==> src/rtl/r2b_converter.sv <==
// rtl/r2b_converter.sv - row-to-block converter: buffers one strip of row segments, emits square blocks
module r2b_converter #(
    parameter int WIDTH       = 16,
    parameter int BLOCK_SIZE  = 2,
    parameter int NUM_CORES_V = 2,
    parameter int NUM_CORES_H = 4
) (
    input  logic                                   clk,
    input  logic                                   rst,
    input  logic                                   in_valid,
    output logic                                   in_ready,
    input  logic [WIDTH*BLOCK_SIZE-1:0]            in_data,
    output logic                                   out_valid,
    input  logic                                   out_ready,
    output logic [WIDTH*BLOCK_SIZE*BLOCK_SIZE-1:0] out_data,
    output logic                                   out_last,
    output logic                                   strip_done
);

    localparam int ROW = NUM_CORES_V * BLOCK_SIZE;
    localparam int COL = NUM_CORES_H * BLOCK_SIZE;

    localparam int RW = (ROW > 1) ? $clog2(ROW) : 1;
    localparam int CW = (NUM_CORES_H > 1) ? $clog2(NUM_CORES_H) : 1;
    localparam int VW = (NUM_CORES_V > 1) ? $clog2(NUM_CORES_V) : 1;
    localparam int HW = CW;

    localparam logic [RW-1:0] R_LAST = RW'(ROW - 1);
    localparam logic [CW-1:0] C_LAST = CW'(NUM_CORES_H - 1);
    localparam logic [VW-1:0] V_LAST = VW'(NUM_CORES_V - 1);
    localparam logic [HW-1:0] H_LAST = HW'(NUM_CORES_H - 1);

    typedef enum logic {
        FILL  = 1'b0,
        DRAIN = 1'b1
    } state_t;

    state_t state_q, state_d;

    logic [WIDTH-1:0] buf_q [ROW][COL];

    logic [RW-1:0] r_q, r_d;
    logic [CW-1:0] c_q, c_d;
    logic [VW-1:0] v_q, v_d;
    logic [HW-1:0] h_q, h_d;

    logic strip_done_q, strip_done_d;

    logic in_fire;
    logic out_fire;
    logic last_in;
    logic last_out;

    assign in_fire  = in_valid && in_ready;
    assign out_fire = out_valid && out_ready;
    assign last_in  = (r_q == R_LAST) && (c_q == C_LAST);
    assign last_out = (v_q == V_LAST) && (h_q == H_LAST);

    // State register
    always_ff @(posedge clk or posedge rst) begin
        if (rst) begin
            state_q <= FILL;
        end else begin
            state_q <= state_d;
        end
    end

    // Next state: FILL until the last segment lands, DRAIN until the last block leaves
    always_comb begin
        state_d = state_q;
        case (state_q)
            FILL:    if (in_fire && last_in)   state_d = DRAIN;
            DRAIN:   if (out_fire && last_out) state_d = FILL;
            default: state_d = FILL;
        endcase
    end

    // Outputs decoded from state only, so neither valid depends on the opposite ready
    always_comb begin
        in_ready  = 1'b0;
        out_valid = 1'b0;
        out_last  = 1'b0;
        case (state_q)
            FILL: begin
                in_ready = 1'b1;
            end
            DRAIN: begin
                out_valid = 1'b1;
                out_last  = last_out;
            end
            default: begin
                in_ready = 1'b0;
            end
        endcase
    end

    // Counter next values: segment inner / row outer on input, block column inner / block row outer on output
    always_comb begin
        r_d          = r_q;
        c_d          = c_q;
        v_d          = v_q;
        h_d          = h_q;
        strip_done_d = 1'b0;
        if (in_fire) begin
            if (c_q == C_LAST) begin
                c_d = '0;
                r_d = (r_q == R_LAST) ? '0 : r_q + 1'b1;
            end else begin
                c_d = c_q + 1'b1;
            end
        end
        if (out_fire) begin
            if (h_q == H_LAST) begin
                h_d = '0;
                v_d = (v_q == V_LAST) ? '0 : v_q + 1'b1;
            end else begin
                h_d = h_q + 1'b1;
            end
            strip_done_d = last_out;
        end
    end

    // Counter and strip_done registers
    always_ff @(posedge clk or posedge rst) begin
        if (rst) begin
            r_q          <= '0;
            c_q          <= '0;
            v_q          <= '0;
            h_q          <= '0;
            strip_done_q <= 1'b0;
        end else begin
            r_q          <= r_d;
            c_q          <= c_d;
            v_q          <= v_d;
            h_q          <= h_d;
            strip_done_q <= strip_done_d;
        end
    end

    assign strip_done = strip_done_q;

    // Strip buffer: each accepted segment lands in row r, columns c*BLOCK_SIZE .. c*BLOCK_SIZE+BLOCK_SIZE-1
    always_ff @(posedge clk or posedge rst) begin
        if (rst) begin
            for (int r = 0; r < ROW; r++) begin
                for (int col = 0; col < COL; col++) begin
                    buf_q[r][col] <= '0;
                end
            end
        end else if (in_fire) begin
            for (int r = 0; r < ROW; r++) begin
                for (int col = 0; col < COL; col++) begin
                    if ((r_q == RW'(r)) && (c_q == CW'(col / BLOCK_SIZE))) begin
                        buf_q[r][col] <= in_data[(col % BLOCK_SIZE)*WIDTH +: WIDTH];
                    end
                end
            end
        end
    end

    // Block select: buffer is stable during DRAIN, so the mux output holds until the transfer
    always_comb begin
        out_data = '0;
        for (int v = 0; v < NUM_CORES_V; v++) begin
            for (int h = 0; h < NUM_CORES_H; h++) begin
                if ((v_q == VW'(v)) && (h_q == HW'(h))) begin
                    for (int i = 0; i < BLOCK_SIZE; i++) begin
                        for (int j = 0; j < BLOCK_SIZE; j++) begin
                            out_data[(i*BLOCK_SIZE+j)*WIDTH +: WIDTH] =
                                buf_q[v*BLOCK_SIZE+i][h*BLOCK_SIZE+j];
                        end
                    end
                end
            end
        end
    end

endmodule

==> config.mk <==
export PLATFORM = sky130hd
export DESIGN_NAME = r2b_converter
export DESIGN_NICKNAME = d
export VERILOG_FILES = /design/src/rtl/r2b_converter.sv
export SDC_FILE = /design/constraint.sdc
export NUM_CORES = 1
export LEC_CHECK = 0
export ABC_AREA = 1
export CAP_MARGIN = 20
export CORE_MARGIN = 4
export CORE_UTILIZATION = 35
export CTS_BUF_LIST = sky130_fd_sc_hd__clkbuf_16
export CTS_CLUSTER_DIAMETER = 40
export CTS_CLUSTER_SIZE = 25
export DETAILED_ROUTE_END_ITERATION = 10
export SETUP_SLACK_MARGIN = 0.15
export SYNTH_ARGS = -nofsm -noshare
export SYNTH_HDL_FRONTEND = slang
export SYNTH_SLANG_ARGS = --single-unit
==> constraint.sdc <==
create_clock -name clk -period 22.6 [get_ports clk]
set_input_delay 2.26 -clock clk [delete_from_list [all_inputs] [get_ports clk]]
set_output_delay 2.26 -clock clk [all_outputs]
set_load 0.005 [all_outputs]
Yosys cells after proc, flatten, opt, wreduce, memory -nomap -nowiden --
Index checks and enable logic that the tools add are counted.
Storage, ports and cells: flip-flop bits (word level) 521, bits of input ports 36
Cells by class: add/subtract/negate cells 4, eq/ne operators 9, muxes and demuxes 19, bitwise operators 2, reduce and logical (&&, ||, !) cells 49
Operators with widths (count):
- $mux W64 | 8
- $reduce_and A2 Y1 | 18
- $logic_and A1 B1 Y1 | 28
- $eq A2 B2 Y1 const B | 6
- $mux W1 | 7
- $add A2 B1 Y2 const B | 3
- $eq A2 B1 Y1 const B | 3
- $logic_not A2 Y1 | 3
- $mux W2 | 3
- $not A1 Y1 | 2
- $pmux W1 S2 | 1
- $add A1 B1 Y1 const B | 1

Longest topological paths before layout --
Gate-level depths: netlist (run 1).
depth after elaboration 10, depth in mapped cells 15

Least setup slack after synthesis (run 1) --
No wires, ideal clock.
path type flip-flop to output port, start register h_q[0], end output out_data[10], data arrival time 1493 ps, path slack 18847 ps, cell stages (with the launch flop) 16, path buffers 2, cells stage by stage dfrtp_1 inv_1 ha_1 inv_1 nor2_8 buf_12 buf_12 nand2_2 nand2_1 inv_1 nand2_1 nand2_1 nand2_1 nand2_1 nand2_1 nand2_1
On the way: word-level cells in the longest chain between the ends 10, elaborated cells on any way between the ends 20, classes of those cells 3 x eq/ne; 8 x mux; 9 x reduce/logical
RTL lines:
- start: declaration | line 45 | logic [HW-1:0] h_q, h_d;
- start signal: assignment | line 129 | h_q <= '0;
- start signal: assignment | line 135 | h_q <= h_d;
- $logic_not A2 Y1 | line 166 | if ((v_q == VW'(v)) && (h_q == HW'(h))) begin
- $logic_and A1 B1 Y1 | line 166
- $mux W64 (7 in a row) | line 166
- $mux W64 * | line 166
- end: declaration | line 15 | output logic [WIDTH*BLOCK_SIZE*BLOCK_SIZE-1:0] out_data,
Every way passes the cells marked *; elsewhere a longest branch is shown, timed or not.

Worst setup path after layout (run 1) --
start register h_q[1], end output out_data[28]
The elaborated chain is that of the path after synthesis.

==> flow_metrics.env, run 1 <==
export IMPL_status="finished clean"
export IMPL_final_cell_mix="nand2_1 (1,291), dfrtp_1 (521), o21ai_0 (498)"
export IMPL_start_util=0.3526
export IMPL_final_common_cell="nand2_1"
export IMPL_combPwrFrac=0.394
export IMPL_worstMarginPinSlew_ps=1106
export IMPL_drt_total_wl_um=77010
export IMPL_grt_usage=0.1960
export IMPL_max_slew_margin=0.2625
export IMPL_top_level_ports=104
export IMPL_yosysUniqueCellTypes=24
export IMPL_swShare=0.3927
export IMPL_p_switching_uw=1785
export IMPL_portBuffers=103
export IMPL_syn_nets=3612
export IMPL_gr_total_overflow=0
export IMPL_num_antenna_cells=0
export IMPL_hold_viol_final=0
export IMPL_synthAdderAreaFrac=0.005729
export IMPL_h_tree_depth=3
export IMPL_ctsHoldBuffers=0
export IMPL_finalSetupViolCount=0
export IMPL_synth_compound_area_frac=0.09950
export IMPL_rsz0062_at_grt="no"
export IMPL_ir_worst_vdd_mv=0.1113
export IMPL_drt_iter0_drc=1752
export IMPL_grt_max_degree=156
export IMPL_wl_per_cell_um=16.91
export IMPL_powerDensity_nw_per_um2=150.7
export IMPL_synth_area_mux_share=0
export IMPL_worstPathCellList="inv_1 -> ha_4 -> nand2_1 -> inv_4 -> buf_4 -> nand2_1 -> nand2_1 -> inv_1 -> nand2_1 -> nand2_1 -> nand2_1 -> clkdlybuf4s50_1"
export IMPL_tritoncts="done"
export IMPL_drv_cap=0
export IMPL_root_buffer="clkbuf_16"
export IMPL_timing_final_crit_share=0.2888
export IMPL_p_leak_uw=0.01548
export IMPL_antenna_found_initial=0
export IMPL_rows=100
export IMPL_clk_pin_slew_ps=50
export IMPL_crit_path_top_delay_cell="inv_4"
export IMPL_post_synth_cell_area_avg_um2=7.353
export IMPL_areaGrowthSynthToFinish_pct=15.09
export IMPL_die_h_um=281.6
export IMPL_finClkSkew_ps=31.01
export IMPL_synth_top_family_by_area="simple AND/OR/NAND/NOR gates"
export IMPL_p_int_uw=2760
export IMPL_critPathLaunchType="register"
export IMPL_netlist_area_um2=26210
export IMPL_coreArea_um2=74320
export IMPL_place_hpwl_um=43010
export IMPL_post_cts_setup_buffers=0
export IMPL_insertion_delay_ps=630
export IMPL_cp_end_kind="output port"
export IMPL_maxSlewViolCount=0
export IMPL_synthSimpleGateAreaFrac=0.2928
export IMPL_worst_path_most_repeated_cell="nand2_1"
export IMPL_via_count=21850
export IMPL_min_path_type="reg -> reg"
export IMPL_ant_nets=0
export IMPL_timing_hold_ws_ps=479.3
export IMPL_required_ps=20340
export IMPL_clkSinkCount=521
export IMPL_crit_path_max_incr_delay_ps=680
export IMPL_ctsLongestPathBuffers=3
export IMPL_drive_gt1_frac=0.06860
export IMPL_synth_area_leaders="dfrtp_1 (50%), nand2_1 (19%), o21ai_0 (9.5%)"
export IMPL_grt_pass1_wl_um=122100
export IMPL_total_power_uw=4545
export IMPL_nNetsFinal=3571
export IMPL_path_buf_inv=5
export IMPL_first_global_vias=21050
export IMPL_place_congestion=0.7373
export IMPL_path_max_fanout=72
export IMPL_drcViolationCount=0
export IMPL_fmax_mhz=153.2
export IMPL_power_share_sequential=0.324
export IMPL_ys_ff_latch=521
export IMPL_die_x_um=281.6
export IMPL_synth_xor_area_frac=0
export IMPL_synth_area_leader_cell="dfrtp_1"
export IMPL_setup_ws_ps=16070
export IMPL_die_area_um2=79320
export IMPL_dr_pass1_iters=6
export IMPL_synth_cells=3564
export IMPL_fin_setup_tns_ps=0
export IMPL_crit_type="reg -> out"
export IMPL_ys_seq_area_frac=0.4975
export IMPL_period_needed_ps=6528
export IMPL_place_ws_ps=16620
export IMPL_via_per_inst=4.798
export IMPL_cts_resized=0
export IMPL_cts_made_buffers=77
export IMPL_yosys_warnings=0
export IMPL_power_frac_clock=0.282
export IMPL_arrival_ps=4270
export IMPL_crit_family="buffers and inverters"
export IMPL_synth_top_area_share=0.4975
## through the flow
| stage | instances | util | instance area, um^2 |
|---|---|---|---|
| 2_1_floorplan | 3564 | - | 26210 |
| 6_report | 4555 | 0.4058 | 30160 |
| 3_5_place_dp | 4411 | 0.3681 | 27360 |
| 3_3_place_gp | 4411 | 0.3681 | 27360 |
| 5_1_grt | 4555 | 0.4058 | 30160 |
| 4_1_cts | 4553 | 0.4051 | 30110 |
## tightest hold or removal path, stage by stage, from the launching register on
cell and delay, ps:
dfrtp_1 340, nand2_1 50, o21ai_0 60
## metal layers
metal,wire length [um],track usage
met4,2268,0.05792
met2,38060,0.3481
met5,0,0
met3,3841,0.03395
met1,32850,0.2450
## power by group through the flow
stage	clock network, uW	registers [uW]	logic, uW
after CTS	1300	1470	1810
after detailed placement	0	1480	1810
final	1280	1470	1790
after global placement	0	1480	1790
after floorplan	0	1440	1190
after global routing	1340	1520	2050
## flip-flops by register name, indices dropped and copies added (netlist names)
| register | cells |
|---|---|
| v_q | 1 |
| buf_q | 512 |
| state_q | 1 |
| h_q | 2 |
| r_q | 2 |
| strip_done | 1 |
| c_q | 2 |
## logic make-up after synthesis
group / after synthesis
buffers and inverters: 619
AOI/OAI and AO/OA: 521
adders and majority gates: 12
DFF: 521
and+or+nand+nor: 1891
## cells in the mapped netlist
cell,count
nand2_1,1294
dfrtp_1,521
o21ai_0,498
inv_1,366
nor2_1,323
nand3_1,194
clkbuf_1,112
buf_2,101
nand2_2,63
o21ai_1,23
buf_6,14
buf_4,12
ha_1,12
buf_12,8
nand3_2,7
nand3_4,6
inv_2,2
nor2_8,2
buf_1,1
clkbuf_2,1
inv_4,1
inv_6,1
nand2_4,1
nor2_4,1
## path summary, 6_finish.rpt
path | from | endpoint | slack, ps | cells past startpoint
worst max-delay path | h_q[1] | out_data[28] | 16070 | 12
worst min-delay path | buf_q[370] | buf_q[370] | 480 | 2
worst max register to register | v_q | v_q | 19930 | 4
worst min register to register | buf_q[370] | buf_q[370] | 480 | 2
max in group asynchronous | rst | buf_q[185] | 18190 | 4
min in group asynchronous | rst | buf_q[195] | 2140 | 2
## final cells by class
type / instances / area (um^2)
Sequential cell: 521 / 13040
Fill cell: 7693 / 44160
Clock inverter: 62 / 742.0
Timing Repair Buffer: 129 / 1279
Multi-Input combinational cell: 2424 / 10480
Tap cell: 969 / 1212
Inverter: 370 / 1410
Clock buffer: 80 / 2002
No activity file was read; power rests on OpenSTA's default activity.
==> inputs of run 2 (changes only) <==
==> constraint.sdc (replaced) <==
create_clock -name clk -period 6.45 [get_ports clk]
set_input_delay 0.645 -clock clk [delete_from_list [all_inputs] [get_ports clk]]
set_output_delay 0.645 -clock clk [all_outputs]
set_load 0.005 [all_outputs]
==> flow_metrics.env, run 2 (synthesized netlist as in run 1, its figures left out) <==
export IMPL_status="finished clean"
export IMPL_grt_usage=0.1975
export IMPL_antenna_found_initial=1
export IMPL_post_cts_setup_buffers=0
export IMPL_ir_worst_vdd_mv=0.3065
export IMPL_met3_length_um=3333
export IMPL_ctsLongestPathBuffers=3
export IMPL_tritoncts="done"
export IMPL_insertion_delay_ps=610
export IMPL_die_h_um=281.6
export IMPL_cts_resized=0
export IMPL_maxSlewViolCount=0
export IMPL_ctsHoldBuffers=0
export IMPL_ant_nets=0
export IMPL_powerDensity_nw_per_um2=529.7
export IMPL_die_area_um2=79320
export IMPL_arrival_ps=4340
export IMPL_met1Wirelength_um=33330
export IMPL_die_x_um=281.6
export IMPL_cp_end_kind="output port"
export IMPL_dr_pass1_iters=7
export IMPL_areaGrowthSynthToFinish_pct=15.71
export IMPL_nNetsFinal=3579
export IMPL_grt_max_degree=165
export IMPL_finish_instance_area_um2=30320
export IMPL_timing_hold_ws_ps=477.0
export IMPL_drcViolationCount=0
export IMPL_fmax_mhz=200.6
export IMPL_route_met2_wl_um=38890
export IMPL_maxUsedRoutingLayer="met4"
export IMPL_finalSetupViolCount=0
export IMPL_place_area_um2=27440
export IMPL_largest_register="buf_q"
export IMPL_drt_iter0_drc=1915
export IMPL_final_cell_mix="nand2_1 (1,291), dfrtp_1 (521), o21ai_0 (498)"
export IMPL_grt_pass1_wl_um=123800
export IMPL_place_congestion=0.8046
export IMPL_root_buffer="clkbuf_16"
export IMPL_place_hpwl_um=45400
export IMPL_hold_viol_final=0
export IMPL_via_per_inst=4.812
export IMPL_gr_total_overflow=0
export IMPL_crit_type="reg -> out"
export IMPL_finClkSkew_ps=16.29
export IMPL_coreArea_um2=74320
export IMPL_drv_cap=0
export IMPL_p_leak_uw=0.01557
export IMPL_drive_gt1_frac=0.07065
export IMPL_first_global_vias=21260
export IMPL_timing_final_crit_share=0.7728
export IMPL_period_needed_ps=4985
export IMPL_clkSinkCount=521
export IMPL_top_level_ports=104
export IMPL_start_util=0.3526
export IMPL_via_count=21960
export IMPL_reg2reg_slack_ps=4210
export IMPL_num_antenna_cells=0
export IMPL_cts_made_buffers=82
export IMPL_h_tree_depth=3
export IMPL_wl_per_cell_um=16.98
export IMPL_clk_pin_slew_ps=50
export IMPL_post_route_util=0.4080
export IMPL_critPathLaunchType="register"
export IMPL_worstMarginPinSlew_ps=1061
export IMPL_final_common_cell="nand2_1"
export IMPL_required_ps=5800
export IMPL_rsz0062_at_grt="no"
export IMPL_drt_total_wl_um=77480
export IMPL_rows=100
export IMPL_portBuffers=103
export IMPL_largest_reg_flops=512
export IMPL_max_slew_margin=0.2926
export IMPL_path_max_fanout=33
export IMPL_min_path_type="reg -> reg"
==> run 2: cell count changes in the layout (fill, tap and decap cells not counted) <==
cell,delta
clkinv_1,-1
inv_6,-11
clkinv_4,+2
clkbuf_16,+7
clkinv_8,-1
clkinv_2,+6
clkinvlp_4,+2
buf_12,+3
nand3_2,+1
inv_8,+1
inv_1,+2
nand3_4,-1
bufinv_16,-1
==> run 2: metal layers <==
layer	track usage	vias to the layer above
li1	-	10870
met4	0.05145	0
met1	0.2537	10490
met2	0.3492	484
met5	0	-
met3	0.03031	123
==> run 2: worst max-delay path, stage by stage (launching register included) <==
cell             delay (ps)
dfrtp_1                 420
inv_1                   130
ha_1                    230
inv_1                   110
nor2_8                  490
clkinv_2                680
buf_4                   520
nand3_1                 150
nand2_1                  50
nand2_1                  50
nand2_1                  50
nand2_1                  60
nand2_1                  50
nand2_1                 180
clkdlybuf4s50_1         540
==> run 2: final cells by class <==
cell class | count | area [um^2]
fill | 7664 | 44000
sequential | 521 | 13040
multi-input combinational | 2424 | 10470
clock buffer | 87 | 2177
inverter | 370 | 1406
timing repair buffer | 132 | 1339
tap | 969 | 1212
clock inverter | 61 | 680.7
==> run 2: power by group <==
group	total (uW)	switching (uW)	internal [uW]
clock network	4590	1680	2910
registers	5170	661	4500
logic	6300	3920	2380
==> run 2: per-stage QoR <==
step	std cells	total power [uW]	setup TNS [ps]	setup slack (ps)
floorplan	3564	9227	-663340	-1273
global placement	4413	11460	0	2061
detailed placement	4415	11550	0	2062
CTS	4563	16210	0	1409
global route	4564	17340	0	1230
finish	4564	16060	0	1465
==> run 2: final timing paths <==
path	from	endpoint	cells after the start
setup / recovery	h_q[0]	out_data[14]	14
hold / removal	buf_q[496]	buf_q[496]	2
setup reg to reg	h_q[0]	state_q	5
hold reg to reg	buf_q[496]	buf_q[496]	2
max in group asynchronous	rst	buf_q[355]	3
min in group asynchronous	rst	buf_q[444]	2
==> inputs of run 3 (changes only) <==
==> constraint.sdc (replaced) <==
create_clock -name clk -period 4.7 [get_ports clk]
set_input_delay 0.47 -clock clk [delete_from_list [all_inputs] [get_ports clk]]
set_output_delay 0.47 -clock clk [all_outputs]
set_load 0.005 [all_outputs]
==> flow_metrics.env, run 3 (synthesized netlist as in run 1, its figures left out) <==
export IMPL_rows=100
export IMPL_power_share_sequential=0.322
export IMPL_crit_reg2reg_capture="v_q"
export IMPL_place_congestion=0.7772
export IMPL_gr_total_overflow=0
export IMPL_arrival_ps=3650
export IMPL_dr_pass1_iters=5
export IMPL_crit_path_max_incr_delay_ps=510
export IMPL_ctsLongestPathBuffers=3
export IMPL_final_common_cell="nand2_1"
export IMPL_ant_nets=0
export IMPL_final_cell_mix="nand2_1 (1,291), dfrtp_1 (521), o21ai_0 (498)"
export IMPL_timing_final_crit_share=0.8755
export IMPL_post_cts_setup_buffers=0
export IMPL_worst_path_most_repeated_cell="nand2_1"
export IMPL_num_antenna_cells=0
export IMPL_largest_register="buf_q"
export IMPL_clk_pin_slew_ps=60
export IMPL_path_max_fanout=45
export IMPL_portBuffers=103
export IMPL_required_ps=4230
export IMPL_clkSinkCount=521
export IMPL_maxSlewViolCount=0
export IMPL_power_frac_clock=0.284
export IMPL_critPathLaunchType="register"
export IMPL_hold_end="buf_q[38]"
export IMPL_grt_pass1_wl_um=121300
export IMPL_drive_gt1_frac=0.07449
export IMPL_min_path_type="reg -> reg"
export IMPL_drt_total_wl_um=76690
export IMPL_powerDensity_nw_per_um2=722.9
export IMPL_die_h_um=281.6
export IMPL_timing_hold_ws_ps=481.4
export IMPL_first_global_vias=20630
export IMPL_worstMarginPinSlew_ps=1014
export IMPL_min_path_cells=2
export IMPL_cts_made_buffers=81
export IMPL_largest_reg_flops=512
export IMPL_die_area_um2=79320
export IMPL_drv_cap=0
export IMPL_insertion_delay_ps=640
export IMPL_holdCritStartpoint="buf_q[38]"
export IMPL_root_buffer="clkbuf_16"
export IMPL_antenna_found_initial=0
export IMPL_finalNonFillerCells=4580
export IMPL_worstRegToRegCells=5
export IMPL_nNetsFinal=3595
export IMPL_crit_type="reg -> out"
export IMPL_cts_resized=0
export IMPL_finClkSkew_ps=18.81
export IMPL_rsz0062_at_grt="no"
export IMPL_hold_viol_final=0
export IMPL_grt_usage=0.1946
export IMPL_ctsHoldBuffers=0
export IMPL_h_tree_depth=3
export IMPL_fmax_mhz=243.0
export IMPL_top_level_ports=104
export IMPL_place_hpwl_um=46440
export IMPL_period_needed_ps=4115
export IMPL_worstPathCellList="inv_1 -> ha_4 -> nand2_1 -> inv_4 -> buf_4 -> nand2_1 -> nand2_1 -> inv_1 -> nand2_1 -> nand2_1 -> nand2_1 -> clkdlybuf4s50_1"
export IMPL_fin_setup_tns_ps=0
export IMPL_combPwrFrac=0.394
export IMPL_status="finished clean"
export IMPL_total_power_uw=22030
export IMPL_via_per_inst=4.740
export IMPL_die_x_um=281.6
export IMPL_finalSetupViolCount=0
export IMPL_p_leak_uw=0.01563
export IMPL_cp_end_kind="output port"
export IMPL_p_switching_uw=8642
export IMPL_ir_worst_vdd_mv=0.5213
export IMPL_via_count=21710
export IMPL_areaGrowthSynthToFinish_pct=16.29
export IMPL_coreArea_um2=74320
export IMPL_drt_iter0_drc=1685
export IMPL_swShare=0.3923
export IMPL_drcViolationCount=0
export IMPL_wl_per_cell_um=16.74
export IMPL_tritoncts="done"
export IMPL_reg2reg_slack_ps=2500
export IMPL_grt_max_degree=103
export IMPL_p_int_uw=13390
export IMPL_dpl_cell_count=4433
export IMPL_rr_startpoint="h_q[0]"
export IMPL_start_util=0.3526
export IMPL_max_slew_margin=0.3226
export IMPL_crit_path_top_delay_cell="ha_4"
run 3: cell types whose count changed in the layout (fill, tap and decap cells not counted), moves of 2 or more:
cell	before	now
clkinv_2	11	4
clkbuf_16	87	81
buf_12	4	12
buf_4	23	34
inv_6	10	12
clkinvlp_4	5	7
inv_16	0	2
buf_16	2	0
clkinv_1	8	10
clkinv_4	6	8
run 3: power groups by stage:
stage	combinational, uW	sequential (uW)	clock (uW)
2_1_floorplan	5740	6920	0
3_3_place_gp	8680	7100	0
3_5_place_dp	8790	7140	0
4_1_cts	8830	7090	6360
5_1_grt	9910	7310	6590
6_report	8670	7100	6260
run 3: final cells by class:
cell class	instances	area, um^2
Clock buffer	81	2027
Tap cell	969	1212
Fill cell	7648	43850
Multi-Input combinational cell	2424	10460
Sequential cell	521	13040
Clock inverter	66	804.5
Timing Repair Buffer	149	1526
Inverter	370	1405
run 3: per-stage QoR:
| step | cell area, um^2 | worst slack [ps] | utilization |
|---|---|---|---|
| after CTS | 30480 | 554.0 | 0.4101 |
| after floorplan | 26210 | -2848 | - |
| after global placement | 27640 | 1242 | 0.3720 |
| after global routing | 30480 | 336.3 | 0.4101 |
| final | 30480 | 585.0 | 0.4101 |
| after detailed placement | 27640 | 1248 | 0.3720 |
run 3: worst max-delay path, delay by kind of cell, from the launching register on:
| kind | cells | cell delay (ps) |
|---|---|---|
| adders and majority gates | 1 | 510 |
| and+or+nand+nor | 6 | 520 |
| buffers and inverters | 5 | 1560 |
| DFF | 1 | 400 |
run 3: worst max-delay path by stage:
stage / from / endpoint / slack (ps) / cells after the start
after CTS: h_q[1] / out_data[45] / 550 / 12
after global routing: h_q[1] / out_data[45] / 340 / 12
final: h_q[1] / out_data[45] / 580 / 12
after global placement: h_q[1] / out_data[45] / 1240 / 12
after floorplan: rst / buf_q[0] / -2850 / 1
after detailed placement: h_q[1] / out_data[45] / 1250 / 12
run 3: metal layers:
metal  up-vias  routed length, um  track usage
met5         -                  0            0
met4         0               2461      0.06322
met3       143               2880      0.03022
met2       441              38060       0.3418
met1     10220              33290       0.2465
li1      10900                  -            -
